<file path="src/rtl/pipelined_cla_adder_if.sv">
// rtl/pipelined_cla_adder_if.sv - operand/result handshake bundle for pipelined_cla_adder
interface pipelined_cla_adder_if #(
    parameter int WIDTH = 32
);
    logic             in_valid;
    logic             in_ready;
    logic [WIDTH-1:0] a;
    logic [WIDTH-1:0] b;
    logic             cin;
    logic             sub;
    logic             out_valid;
    logic             out_ready;
    logic [WIDTH-1:0] sum;
    logic             cout;
    logic             ovf;
    logic             zero;

    modport master (
        output in_valid, a, b, cin, sub, out_ready,
        input  in_ready, out_valid, sum, cout, ovf, zero
    );

    modport slave (
        input  in_valid, a, b, cin, sub, out_ready,
        output in_ready, out_valid, sum, cout, ovf, zero
    );
endinterface

</file>
<file path="src/rtl/pipelined_cla_adder.sv">
// rtl/pipelined_cla_adder.sv - pipelined two-level CLA adder/subtractor, one segment per stage
module pipelined_cla_segment #(
    parameter int GROUPS = 4
) (
    input  logic [4*GROUPS-1:0] a_i,
    input  logic [4*GROUPS-1:0] b_i,
    input  logic                c_i,
    output logic [4*GROUPS-1:0] s_o,
    output logic                c_o
);
    localparam int N = 4 * GROUPS;

    logic [N-1:0]      g;
    logic [N-1:0]      p;
    logic [N-1:0]      c;
    logic [GROUPS-1:0] grp_g;
    logic [GROUPS-1:0] grp_p;
    logic [GROUPS:0]   gc;
    logic              term;
    logic              prod;

    always_comb begin
        g     = a_i & b_i;
        p     = a_i | b_i;
        c     = '0;
        gc    = '0;
        grp_g = '0;
        grp_p = '0;
        term  = 1'b0;
        prod  = 1'b1;
        for (int j = 0; j < GROUPS; j++) begin
            term = 1'b0;
            prod = 1'b1;
            for (int i = 3; i >= 0; i--) begin
                term = term | (prod & g[4*j+i]);
                prod = prod & p[4*j+i];
            end
            grp_g[j] = term;
            grp_p[j] = prod;
        end
        // Second level: every group carry is a flat sum of products of group G/P and c_i.
        gc[0] = c_i;
        for (int j = 0; j < GROUPS; j++) begin
            term = 1'b0;
            prod = 1'b1;
            for (int m = j; m >= 0; m--) begin
                term = term | (prod & grp_g[m]);
                prod = prod & grp_p[m];
            end
            gc[j+1] = term | (prod & c_i);
        end
        for (int j = 0; j < GROUPS; j++) begin
            for (int i = 0; i < 4; i++) begin
                term = 1'b0;
                prod = 1'b1;
                for (int m = i - 1; m >= 0; m--) begin
                    term = term | (prod & g[4*j+m]);
                    prod = prod & p[4*j+m];
                end
                c[4*j+i] = term | (prod & gc[j]);
            end
        end
    end

    assign s_o = a_i ^ b_i ^ c;
    assign c_o = gc[GROUPS];
endmodule

module pipelined_cla_adder #(
    parameter int WIDTH            = 32,
    parameter int GROUPS_PER_STAGE = 4
) (
    input  logic                 clk,
    input  logic                 rst_n,
    pipelined_cla_adder_if.slave bus
);
    localparam int SEG    = 4 * GROUPS_PER_STAGE;
    localparam int STAGES = WIDTH / SEG;

    if (WIDTH % SEG != 0) begin : g_width_check
        $error("pipelined_cla_adder: WIDTH must be a multiple of 4*GROUPS_PER_STAGE");
    end

    logic advance;
    logic out_valid;
    logic cout_q;
    logic ovf_q;
    logic zero_q;

    // Global stall: the whole pipe moves only when the output slot is free or draining.
    assign advance      = !out_valid || bus.out_ready;
    assign bus.in_ready = advance;

    for (genvar k = 0; k < STAGES; k++) begin : stg
        localparam int LO = k * SEG;
        localparam int RW = WIDTH - LO;

        logic [RW-1:0]       a_in;
        logic [RW-1:0]       b_in;
        logic                c_in;
        logic                v_in;
        logic [SEG-1:0]      s_seg;
        logic                c_seg;
        logic [LO+SEG-1:0]   sum_d;
        logic [LO+SEG-1:0]   sum_q;
        logic                v_q;

        if (k == 0) begin : g_src
            assign a_in  = bus.a;
            assign b_in  = bus.sub ? ~bus.b : bus.b;
            assign c_in  = bus.sub | bus.cin;
            assign v_in  = bus.in_valid;
            assign sum_d = s_seg;
        end else begin : g_src
            assign a_in  = stg[k-1].g_skew.a_q;
            assign b_in  = stg[k-1].g_skew.b_q;
            assign c_in  = stg[k-1].g_skew.c_q;
            assign v_in  = stg[k-1].v_q;
            assign sum_d = {s_seg, stg[k-1].sum_q};
        end

        pipelined_cla_segment #(
            .GROUPS (GROUPS_PER_STAGE)
        ) u_seg (
            .a_i (a_in[SEG-1:0]),
            .b_i (b_in[SEG-1:0]),
            .c_i (c_in),
            .s_o (s_seg),
            .c_o (c_seg)
        );

        always_ff @(posedge clk or negedge rst_n) begin
            if (!rst_n) begin
                v_q   <= 1'b0;
                sum_q <= '0;
            end else if (advance) begin
                v_q <= v_in;
                if (v_in) begin
                    sum_q <= sum_d;
                end
            end
        end

        if (k < STAGES - 1) begin : g_skew
            logic [RW-SEG-1:0] a_q;
            logic [RW-SEG-1:0] b_q;
            logic              c_q;

            always_ff @(posedge clk or negedge rst_n) begin
                if (!rst_n) begin
                    a_q <= '0;
                    b_q <= '0;
                    c_q <= 1'b0;
                end else if (advance && v_in) begin
                    a_q <= a_in[RW-1:SEG];
                    b_q <= b_in[RW-1:SEG];
                    c_q <= c_seg;
                end
            end
        end else begin : g_last
            // Carry into the MSB is recovered from the MSB sum bit and its operands.
            always_ff @(posedge clk or negedge rst_n) begin
                if (!rst_n) begin
                    cout_q <= 1'b0;
                    ovf_q  <= 1'b0;
                    zero_q <= 1'b0;
                end else if (advance && v_in) begin
                    cout_q <= c_seg;
                    ovf_q  <= c_seg ^ (a_in[RW-1] ^ b_in[RW-1] ^ s_seg[SEG-1]);
                    zero_q <= (sum_d == '0);
                end
            end
        end
    end

    assign out_valid     = stg[STAGES-1].v_q;
    assign bus.out_valid = out_valid;
    assign bus.sum       = stg[STAGES-1].sum_q;
    assign bus.cout      = cout_q;
    assign bus.ovf       = ovf_q;
    assign bus.zero      = zero_q;
endmodule
</file>
<file path="src/flat_wrapper.sv">
// flat-port wrapper written by rule: the top's interface ports become plain ports
module pipelined_cla_adder_flat 
#(
    parameter int WIDTH            = 32,
    parameter int GROUPS_PER_STAGE = 4
)
  (clk, rst_n, bus_in_valid, bus_a, bus_b, bus_cin, bus_sub, bus_out_ready, bus_in_ready, bus_out_valid, bus_sum, bus_cout, bus_ovf, bus_zero);
  pipelined_cla_adder_if #(.WIDTH(WIDTH)) bus_i ();
  input  logic clk;
  input  logic rst_n;
  input wire logic [$bits(bus_i.in_valid)-1:0] bus_in_valid;
  input wire logic [$bits(bus_i.a)-1:0] bus_a;
  input wire logic [$bits(bus_i.b)-1:0] bus_b;
  input wire logic [$bits(bus_i.cin)-1:0] bus_cin;
  input wire logic [$bits(bus_i.sub)-1:0] bus_sub;
  input wire logic [$bits(bus_i.out_ready)-1:0] bus_out_ready;
  output wire logic [$bits(bus_i.in_ready)-1:0] bus_in_ready;
  output wire logic [$bits(bus_i.out_valid)-1:0] bus_out_valid;
  output wire logic [$bits(bus_i.sum)-1:0] bus_sum;
  output wire logic [$bits(bus_i.cout)-1:0] bus_cout;
  output wire logic [$bits(bus_i.ovf)-1:0] bus_ovf;
  output wire logic [$bits(bus_i.zero)-1:0] bus_zero;
  assign bus_i.in_valid = bus_in_valid;
  assign bus_i.a = bus_a;
  assign bus_i.b = bus_b;
  assign bus_i.cin = bus_cin;
  assign bus_i.sub = bus_sub;
  assign bus_i.out_ready = bus_out_ready;
  assign bus_in_ready = bus_i.in_ready;
  assign bus_out_valid = bus_i.out_valid;
  assign bus_sum = bus_i.sum;
  assign bus_cout = bus_i.cout;
  assign bus_ovf = bus_i.ovf;
  assign bus_zero = bus_i.zero;
  pipelined_cla_adder #(.WIDTH(WIDTH), .GROUPS_PER_STAGE(GROUPS_PER_STAGE)) u_core (.clk(clk), .rst_n(rst_n), .bus(bus_i));
endmodule
</file>
<file path="config.mk">
export PLATFORM = sky130hd
export DESIGN_NAME = pipelined_cla_adder_flat
export DESIGN_NICKNAME = d
export VERILOG_FILES = /design/src/rtl/pipelined_cla_adder_if.sv /design/src/rtl/pipelined_cla_adder.sv /design/src/flat_wrapper.sv
export SDC_FILE = /design/constraint.sdc
export NUM_CORES = 1
export LEC_CHECK = 0
export ABC_CLOCK_PERIOD_IN_PS = 2800
export BUFFER_PORTS_ARGS = -buffer_cell sky130_fd_sc_hd__buf_2
export CORE_MARGIN = 8
export CORE_UTILIZATION = 45
export DETAILED_ROUTE_END_ITERATION = 6
export PLACE_DENSITY_LB_ADDON = 0.05
export RECOVER_POWER = 25
export SETUP_SLACK_MARGIN = 0.15
export SLEW_MARGIN = 20
export SYNTH_ARGS = -nofsm -noshare
export SYNTH_HDL_FRONTEND = slang
export SYNTH_SLANG_ARGS = --single-unit
</file>
<file path="constraint.sdc">
create_clock -name clk -period 2.8 [get_ports clk]
set_input_delay 0 -clock clk [delete_from_list [all_inputs] [get_ports clk]]
set_output_delay 0 -clock clk [all_outputs]
set_load 0.03 [all_outputs]
</file>
==> results.md <==
* Max Clock Skew at 0.00705 ns
* Post-synth cell types at 50
* Cts bufs inserted at 9
* Number of synthesized flops with an enable pin at 0
* R2R Path Start: u_core.stg[0].g_skew.b_q[6]
* Slew headroom at -0.490
* Crit path required time at 3.05 ns
* First-pass GRT wire length at 23.4 mm
* Worst-skew pair later-pin latency at 0.34 ns
* Top_reg_cell synth: dfrtp_1
* Initial antenna violation count at 0
* Critical Path End Type: flip-flop
* Post-synthesis sequential area ratio at 0.384
* Initial Util at 0.463
* Syn avg cell area at 9.46 um2
* Cell Rows at 40
* Worst setup slack after layout at -0.456 ns
* Peak Freq at 307 MHz
* Synthesized instance count at 593
* TritonCTS clock tree: built
* Max stage delay on crit path at 0.47 ns
* Main combinational cell family by area after synthesis: adder cells
* Worst hold path class: in -> reg
* Levels on crit path at 14
* RSZ-0062 raised after global routing: yes
* Placed cells at 896
* Compound-Gate Fraction of Synth Area at 0.129
* Worst-Margin Slew at 2.24 ns
* FFs w/ async S/R, synth at 1.00
* R2r setup slk at -0.46 ns
* Synthesized area at 5610 um2
* GP Congestion at 0.853
* CP top delay family: simple AND/OR/NAND/NOR gates
* Vias per inst at 4.89
* Portion of netlist area occupied by mux cells at 0.0440
* Die X at 128 um
* Vias in the first global route at 4811
* Synth Register Bits at 86
* Routed wire length at 14.3 mm
* Crit share post-route at 1.16
* Setup crit start: u_core.stg[0].g_skew.b_q[6]
* Violated checks: capacitance limit, slew limit, setup timing
* Finished Layout Cells at 940
* Root buf cell: clkbuf_16
* Die Ht at 128 um
* DRC Markers at 0
* Setup crit start kind: flip-flop
* Minimum clock period after layout at 3.26 ns
* Cell taking the most area after synthesis: dfrtp_1
* DR vias at 4598
* Post-route ant nets at 0
* R2r endpoint: u_core.bus.zero
* Dpl hpwl at 11.0 mm
* Area of the die at 16300 um2
* WL/cell at 15.2 um
* Worst path arrival time at 3.51 ns
* Area contributors post-synth: dfrtp_1 38%, ha_1 14%, xor2_1 6.6%
* Share of the synthesized area in the top cell type at 0.384
* Outcome: finished with violations
* Area delta synth->final at 31.7%
* Final hold vios at 0
* Count of final setup violators at 1
* Htree depth at 3
* Peak supply drop at 332 uV
* Crit-path cells: inv_1, ha_1, nor2_1, a221oi_1, buf_4, a311oi_2, or2_2, fa_1, xnor2_2, nand2_1, nor4_2, and3_1, nand4b_1, o31ai_1
* Clk slew on worst S/H paths at 0.06 ns
* Max-slew violations at 42
* Top-Level Pins at 107
* Post-Synth Adder-Cell Area at 0.171
* Post-Synth XOR/XNOR Area at 0.0812
* Static Leak at 0.00373 uW
* Syn. warnings at 0
* Worst path bufs/invs at 2
* Core Box Area at 12100 um2
* Antenna cells at 0
* Post-Place Worst Slack at -0.556 ns
* Synth Area in Simple Gates at 0.118
* Worst Setup Path Type: reg -> reg
* Share of layout cells above drive strength 1 at 0.273
* Total power at 6080 uW
* Port Buffer Count at 106
* CTS sink cnt at 86
* Total congestion overflow at 0
* Nets at 909
* R2r worst-path depth at 14
* Worst setup endpoint: u_core.bus.zero
* # Max-Cap Violations at 1
* DRT Pass-1 Iters at 4
* Initial DRC Count at 228
* WHS at 0.0192 ns
* Clk buf depth at 2
* Pwr/cell area at 824 nW/um2
* Tot GR Track Use at 0.179
* Synth cell count leaders: 86 x dfrtp_1, 86 x inv_1, 64 x ha_1, 57 x nand2_1
* Largest net degree at the start of global routing at 42
* Crit-path max FO at 3
* Mapped Nets at 735
* Slowest CP cell: fa_1
worst reg2reg max path, stage by stage (launching register included):
cell and delay (ns):
dfrtp_1 0.39, inv_1 0.09, ha_1 0.23, nor2_1 0.07
a221oi_1 0.28, buf_4 0.17, a311oi_2 0.05, or2_2 0.33
fa_1 0.47, xnor2_2 0.19, nand2_1 0.09, nor4_2 0.28
and3_1 0.20, nand4b_1 0.11, o31ai_1 0.23
cells in the final DEF, fill, tap and decap left out, types with 3 or more instances in the layout:
| master | netlist | final |
|---|---|---|
| o21ai_0 | 42 | 42 |
| buf_2 | 1 | 94 |
| bufinv_16 | 0 | 4 |
| dlygate4sd3_1 | 0 | 28 |
| clkbuf_16 | 0 | 9 |
| o21bai_1 | 5 | 5 |
| o21ai_1 | 6 | 6 |
| nor3_1 | 10 | 10 |
| nand2_1 | 57 | 56 |
| nor4_1 | 7 | 4 |
| a211oi_2 | 3 | 3 |
| xnor2_1 | 10 | 8 |
| nor2_1 | 35 | 35 |
| nand2b_1 | 6 | 5 |
| dfrtp_1 | 86 | 86 |
| inv_2 | 0 | 3 |
| o21a_1 | 4 | 4 |
| xor2_1 | 42 | 42 |
| clkbuf_1 | 15 | 12 |
| o31ai_1 | 5 | 5 |
| fa_1 | 8 | 7 |
| ha_1 | 64 | 58 |
| a21oi_1 | 33 | 33 |
| buf_4 | 0 | 49 |
| inv_1 | 86 | 83 |
| ha_2 | 0 | 4 |
| mux2_2 | 20 | 20 |
| nor2b_1 | 6 | 6 |
timing repair:
item,4_1_cts,5_1_grt
hold buffers,28,0
hold endpoints to repair,66,0
resized for setup,7,15
endpoints found under the setup margin,2,7
pin swaps,2,9
setup buffers,0,0
layout make-up:
type / count / area, um2
clock buffer: 9 / 225
fill: 1094 / 4730
inverter: 86 / 323
clock inverter: 7 / 143
multi-input combinational: 400 / 3160
sequential: 86 / 2150
timing repair buffer: 184 / 1170
tap: 168 / 210
report_power, final:
group	switching [uW]	internal (uW)	total (uW)
logic	1590	1110	2700
registers	274	1640	1910
clock network	505	967	1470
total	2370	3720	6080
per-layer routing:
metal  vias up  wire length (um)  GRT usage
met4         0               320     0.0769
met3        25               580     0.0262
li1       2283                 -          -
met5         -                 0          0
met2        96              7160      0.311
met1      2194              6260      0.216
through the flow:
step           setup TNS, ns  area, um2  utilization
2_1_floorplan         -0.228       5620            -
3_3_place_gp          -0.396       6650        0.549
3_5_place_dp          -0.641       6650        0.549
4_1_cts               -0.520       7320        0.605
5_1_grt               -0.794       7390        0.610
6_report              -0.456       7390        0.610
logic make-up (layout without fill, tap and decap cells):
group | after synthesis | after routing
buffers and inverters | 107 | 286
DFF | 86 | 86
xor gates and xnor gates | 52 | 52
muxes | 22 | 22
and+or+nand+nor | 139 | 139
AOI/OAI and AO/OA | 115 | 115
adders and majority gates | 72 | 72
flip-flops by register name (all words and copies together), names as in the netlist:
register and flops:
u_core.stg.sum_q 16, u_core.stg.g_skew.c_q 1, u_core.bus.out_valid 1, u_core.stg.g_skew.a_q 16, u_core.bus.sum 32, u_core.stg.v_q 1
u_core.bus.cout 1, u_core.stg.g_skew.b_q 16, u_core.bus.ovf 1, u_core.bus.zero 1
worst min path at each step:
stage,start,endpoint,depth (start not counted)
finish,bus_b[22],u_core.stg[0].g_skew.b_q[6],4
global route,bus_b[16],u_core.stg[0].g_skew.b_q[0],4
floorplan,rst_n,u_core.bus.cout,0
detailed placement,rst_n,u_core.stg[0].g_skew.b_q[5],1
global placement,rst_n,u_core.stg[0].g_skew.b_q[5],1
CTS,bus_b[22],u_core.stg[0].g_skew.b_q[6],4
No activity file was read; power rests on OpenSTA's default activity.
